File: src/rtl/mem_port_arbiter.sv
// mem_port_arbiter
// Shares one single-port synchronous memory between the instruction fetch
// port (if_*) and the load/store port (dm_*) of the pipelined core.
// One requester owns the memory at a time and the memory pins are held for
// MEM_LAT cycles per access. Completion is signalled by a one-cycle ready
// pulse with the read data alongside it. The data port has priority. A port
// is masked during its own ready cycle so that a request that is still
// asserted is not granted again, and the other port gets its turn.
//
// Ports
//   CLK, RSTn              clock, synchronous active-low reset
//   if_req/if_addr         fetch request and word address
//   if_rdata/if_ready      fetched word and its completion pulse
//   dm_req/dm_wen/dm_be    data request, 0 = write / 1 = read, byte enables
//   dm_addr/dm_wdata       data address and store data
//   dm_rdata/dm_ready      load data and its completion pulse
//   mem_addr/mem_wen       memory address, active-low write enable
//   mem_be/mem_wdata       memory byte enables and write data
//   mem_rdata              memory read data
//   busy/grant_dm          access in progress / access owned by data port
//   stall_if/stall_mem     pending-request stalls for the control unit

module mem_port_arbiter #(
   parameter int ADDR_W  = 12,
   parameter int DATA_W  = 32,
   parameter int MEM_LAT = 2
) (
   input  logic              CLK,
   input  logic              RSTn,
   input  logic              if_req,
   input  logic [ADDR_W-1:0] if_addr,
   output logic [DATA_W-1:0] if_rdata,
   output logic              if_ready,
   input  logic              dm_req,
   input  logic              dm_wen,
   input  logic [3:0]        dm_be,
   input  logic [ADDR_W-1:0] dm_addr,
   input  logic [DATA_W-1:0] dm_wdata,
   output logic [DATA_W-1:0] dm_rdata,
   output logic              dm_ready,
   output logic [ADDR_W-1:0] mem_addr,
   output logic              mem_wen,
   output logic [3:0]        mem_be,
   output logic [DATA_W-1:0] mem_wdata,
   input  logic [DATA_W-1:0] mem_rdata,
   output logic              busy,
   output logic              grant_dm,
   output logic              stall_if,
   output logic              stall_mem
);

   typedef enum logic [1:0] {
      IDLE    = 2'd0,
      BUSY_IF = 2'd1,
      BUSY_DM = 2'd2
   } state_t;

   localparam logic [3:0] CNT_LOAD = 4'(MEM_LAT - 1);

   state_t            state_q, state_d;
   logic [3:0]        cnt_q, cnt_d;
   logic              ifReady_q, ifReady_d;
   logic              dmReady_q, dmReady_d;
   logic [DATA_W-1:0] ifRdata_q, ifRdata_d;
   logic [DATA_W-1:0] dmRdata_q, dmRdata_d;
   logic [ADDR_W-1:0] memAddr_q, memAddr_d;
   logic              memWen_q, memWen_d;
   logic [3:0]        memBe_q, memBe_d;
   logic [DATA_W-1:0] memWdata_q, memWdata_d;

   // State register. A reset in the middle of an access simply drops it;
   // no ready pulse is produced for the abandoned request.
   always_ff @(posedge CLK) begin
      if (!RSTn) begin
         state_q <= IDLE;
      end else begin
         state_q <= state_d;
      end
   end

   // Next-state logic. In IDLE the data port wins unless it is in its own
   // ready cycle, which is what lets a waiting fetch through when both
   // requests are held. A busy state returns to IDLE once the hold counter
   // has run down to zero.
   always_comb begin
      state_d = state_q;
      case (state_q)
         IDLE: begin
            if (dm_req && !dmReady_q) begin
               state_d = BUSY_DM;
            end else if (if_req && !ifReady_q) begin
               state_d = BUSY_IF;
            end
         end
         BUSY_IF, BUSY_DM: begin
            if (cnt_q == 4'd0) begin
               state_d = IDLE;
            end
         end
         default: state_d = IDLE;
      endcase
   end

   // Output and datapath next values. On the grant edge the winning port's
   // fields are copied onto the memory pins; fetches are always full-word
   // reads. On the final edge of an access the read data is captured (data
   // port only for loads, so a store leaves dm_rdata alone), the ready pulse
   // is raised, and the pins fall back to their idle write-disabled values
   // while address and write data are left as they were.
   always_comb begin
      cnt_d      = cnt_q;
      ifReady_d  = 1'b0;
      dmReady_d  = 1'b0;
      ifRdata_d  = ifRdata_q;
      dmRdata_d  = dmRdata_q;
      memAddr_d  = memAddr_q;
      memWen_d   = memWen_q;
      memBe_d    = memBe_q;
      memWdata_d = memWdata_q;
      case (state_q)
         IDLE: begin
            if (state_d == BUSY_DM) begin
               memAddr_d  = dm_addr;
               memWen_d   = dm_wen;
               memBe_d    = dm_be;
               memWdata_d = dm_wdata;
               cnt_d      = CNT_LOAD;
            end else if (state_d == BUSY_IF) begin
               memAddr_d  = if_addr;
               memWen_d   = 1'b1;
               memBe_d    = 4'b1111;
               cnt_d      = CNT_LOAD;
            end
         end
         BUSY_IF: begin
            if (cnt_q != 4'd0) begin
               cnt_d = cnt_q - 4'd1;
            end else begin
               ifRdata_d = mem_rdata;
               ifReady_d = 1'b1;
               memWen_d  = 1'b1;
               memBe_d   = 4'b0000;
            end
         end
         BUSY_DM: begin
            if (cnt_q != 4'd0) begin
               cnt_d = cnt_q - 4'd1;
            end else begin
               if (memWen_q) begin
                  dmRdata_d = mem_rdata;
               end
               dmReady_d = 1'b1;
               memWen_d  = 1'b1;
               memBe_d   = 4'b0000;
            end
         end
         default: begin
            cnt_d = 4'd0;
         end
      endcase
   end

   // Datapath registers, all cleared to their idle values by reset.
   always_ff @(posedge CLK) begin
      if (!RSTn) begin
         cnt_q      <= 4'd0;
         ifReady_q  <= 1'b0;
         dmReady_q  <= 1'b0;
         ifRdata_q  <= '0;
         dmRdata_q  <= '0;
         memAddr_q  <= '0;
         memWen_q   <= 1'b1;
         memBe_q    <= 4'b0000;
         memWdata_q <= '0;
      end else begin
         cnt_q      <= cnt_d;
         ifReady_q  <= ifReady_d;
         dmReady_q  <= dmReady_d;
         ifRdata_q  <= ifRdata_d;
         dmRdata_q  <= dmRdata_d;
         memAddr_q  <= memAddr_d;
         memWen_q   <= memWen_d;
         memBe_q    <= memBe_d;
         memWdata_q <= memWdata_d;
      end
   end

   // Busy and grant come straight from the state register, and the stalls
   // are held until the matching ready pulse so the pipeline resumes in the
   // same cycle the data becomes valid.
   always_comb begin
      busy      = (state_q != IDLE);
      grant_dm  = (state_q == BUSY_DM);
      stall_if  = if_req & ~ifReady_q;
      stall_mem = dm_req & ~dmReady_q;
   end

   assign if_ready  = ifReady_q;
   assign dm_ready  = dmReady_q;
   assign if_rdata  = ifRdata_q;
   assign dm_rdata  = dmRdata_q;
   assign mem_addr  = memAddr_q;
   assign mem_wen   = memWen_q;
   assign mem_be    = memBe_q;
   assign mem_wdata = memWdata_q;

endmodule

File: config.mk
export PLATFORM = sky130hd
export DESIGN_NAME = mem_port_arbiter
export DESIGN_NICKNAME = d
export VERILOG_FILES = /design/src/rtl/mem_port_arbiter.sv
export SDC_FILE = /design/constraint.sdc
export NUM_CORES = 1
export LEC_CHECK = 0
export ABC_CLOCK_PERIOD_IN_PS = 2800
export BUFFER_PORTS_ARGS = -buffer_cell sky130_fd_sc_hd__buf_2
export CORE_UTILIZATION = 46
export DETAILED_ROUTE_END_ITERATION = 8
export PLACE_DENSITY = 0.77
export REMOVE_ABC_BUFFERS = 1
export SLEW_MARGIN = 25
export SYNTH_ARGS = -nofsm -noshare
export SYNTH_HDL_FRONTEND = slang
export SYNTH_SLANG_ARGS = --single-unit
export TNS_END_PERCENT = 20
File: constraint.sdc
create_clock -name CLK -period 2.8 [get_ports CLK]
set_clock_uncertainty 0.15 [all_clocks]
set_input_delay 0.14 -clock CLK [delete_from_list [all_inputs] [get_ports CLK]]
set_output_delay 0.14 -clock CLK [all_outputs]
set_load 0.1 [all_outputs]
==> results.yml <==
finish:
  drive_above_1_share: 0.313
  fillers: 643
  layout.nets: 928
  fin_util: 0.747
  diodes: 0
  design_area_um2: 7340
  synthToLayoutAreaGrowth_pct: 57.0
sta:
  maxSlewHeadroom: 0.591
  fmax_ghz: 0.387
  final_hold_viol_count: 0
  rsz0062_at_grt: "false"
  whs_ps: 91.2
  period_needed_ps: 2580
  finalCritPeriodShare: 0.923
  worst_pin_slew_ps: 614
  setup_viol_count_final: 0
  fin_setup_tns_ps: 0
  final_max_slew_viol_count: 0
drt:
  drt-pass1-iter-count: 5
  detail_route.vias_per_cell: 5.08
  avgRoutedWirePerCell_um: 15.3
  antenna_left: 0
  vias: 4923
  routed_wl_um: 14900
  drc: 0
  drtIter0Drc: 202
pwr:
  power_frac_seq: 0.287
  p_switching_mw: 3.47
  max-vdd-ir-drop_mv: 0.509
  power_density_nw_per_um2: 1010
  power_frac_comb: 0.428
  p_sw_frac: 0.469
  power_frac_clock: 0.285
  p_leak_nw: 3.37
  p_int_mw: 3.93
run_status:
  status: "finished, final reports clean"
clock_tree:
  clockRootBuffer: "clkbuf_8"
  cts_tree: "done"
  cts.clk_slew.worst_paths_ps: 60
  post_cts.repair.setup_buffers: 0
  cts_made_buffers: 17
  htreeDepth: 4
  clock_latency_ps: 500
  clock_path_buffers: 2
  cts_num_sinks: 121
floorplanning:
  dieArea_um2: 10600
  io_pins: 216
  fp.dieW_um: 103
  die_h_um: 103
  row_count: 36
  start_util: 0.476
  coreArea_um2: 9820
yosys:
  yosys_warnings: 0
  async_flop_share: 0
  postSynthCellCount: 529
  synth_enable_flop_cells: 0
  yosys.area.top_type: "dfxtp_1"
  yosys-top-cells-area: "dfxtp_1, nand2_1, mux2i_1"
  ys_ff_latch: 121
  yosysSeqAreaShare: 0.518
  yosysMostFrequentCell: "nand2_1"
  synth.distinct_cells: 37
  synth_top_area_frac: 0.518
  synth_flop_cell: "dfxtp_1"
  syn_area_per_cell_um2: 8.83
  syn_area_um2: 4670
  yosys-top-cells-count: "nand2_1, dfxtp_1, mux2i_1, o21ai_0"
placement:
  dpl_cell_area_um2: 5810
  portBuffers: 215
  place.gp.congestion: 0.806
  place_hpwl_um: 8360
job:
  cap_violations: 0
grt:
  grt_pass1_wl_um: 22000
  grt_max_degree: 92
  grt_pass1_vias: 4729
  gr-usage-all-layers: 0.268
  overflow: 0
  antenna_found_initial: 0
critical_path:
  cp_data_required_time_ps: 3050
  cp.arrival_ps: 2840
  startpoint_type: "flop"
  critPathKind: "reg2reg"
  cp-end-kind: "flop"
  crit_fanout: 24
worst_hold_path:
  hold_path.class: "in2reg"
[final cells by class]
type,count,area (um2),area share
timing repair buffer,318,2120,0.290
multi-input combinational,358,2020,0.275
tap,133,166,0.0227
sequential,121,2420,0.330
clock buffer,18,418,0.0570
inverter,8,30.0,0.00409
clock inverter,14,158,0.0215
[metal layers]
layer / global-route usage / wire length, um
met5: 0 / 0
met4: 0.122 / 420
met3: 0.0753 / 1230
met2: 0.478 / 7420
met1: 0.297 / 5830
[final timing paths]
path | from | end | slack [ps] | cells past startpoint
hold / removal | if_req | state_q[1] | 90 | 4
setup / recovery | cnt_q[0] | mem_addr[6] | 220 | 10
setup reg to reg | cnt_q[0] | mem_addr[6] | 220 | 10
hold reg to reg | dm_rdata[19] | dm_rdata[19] | 310 | 2
[per-stage QoR]
step	total power [mW]	worst slack, ps	cells
2_1_floorplan	4.59	-1640	487
3_3_place_gp	5.11	353	843
3_5_place_dp	5.16	237	843
4_1_cts	7.39	227	970
5_1_grt	7.68	52.1	970
6_report	7.40	215	970
[layout by cell type (no fill, tap or decap), drive strengths merged, types with 3 or more instances in the layout]
| cell | instances |
|---|---|
| nand3 | 34 |
| dlygate4sd3 | 95 |
| inv | 16 |
| buf | 223 |
| mux2i | 46 |
| nor2 | 14 |
| nand2 | 138 |
| nor2b | 6 |
| a21oi | 34 |
| clkbuf | 18 |
| o21ai | 42 |
| a211oi | 13 |
| ha | 7 |
| dfxtp | 121 |
| clkinvlp | 3 |
[power groups by stage]
stage	sequential (mW)	clock, mW	combinational (mW)
after floorplan	3.82	0	0.766
after global placement	2.13	0	2.97
after detailed placement	2.15	0	3.02
after CTS	2.11	2.15	3.12
after global routing	2.15	2.23	3.30
final	2.13	2.11	3.17
[what timing repair did]
item / 4_1_cts / 5_1_grt
setup endpoints to repair: 0 / 1
hold buffers: 95 / 0
gates resized for setup: 0 / 1
hold endpoints to repair: 117 / 0
[critical path, cell delays in order (launching register included)]
cell      delay [ps]
dfxtp_1          390
inv_1             80
ha_1             230
or3b_4           280
nand3_1          100
a21o_1           190
ha_1             330
nor2b_1          120
buf_4            260
nor2_1            90
a211oi_1         260
[kinds of logic after synthesis]
family / after synthesis / synth area share
simple gates: 207 / 0.192
flops: 121 / 0.518
compound gates: 98 / 0.120
buf+inv: 50 / 0.0519
mux: 46 / 0.0985
fa+ha+maj: 7 / 0.0187
[state kept, by name, summed over array words and instances, names as in the netlist]
signal and flops:
cnt_q 4, dm_rdata 32, dm_ready 1, if_rdata 32
if_ready 1, mem_addr 12, mem_be 4, mem_wdata 32
mem_wen 1, state_q 2
Note: power is estimated with default switching activity, not from simulation.
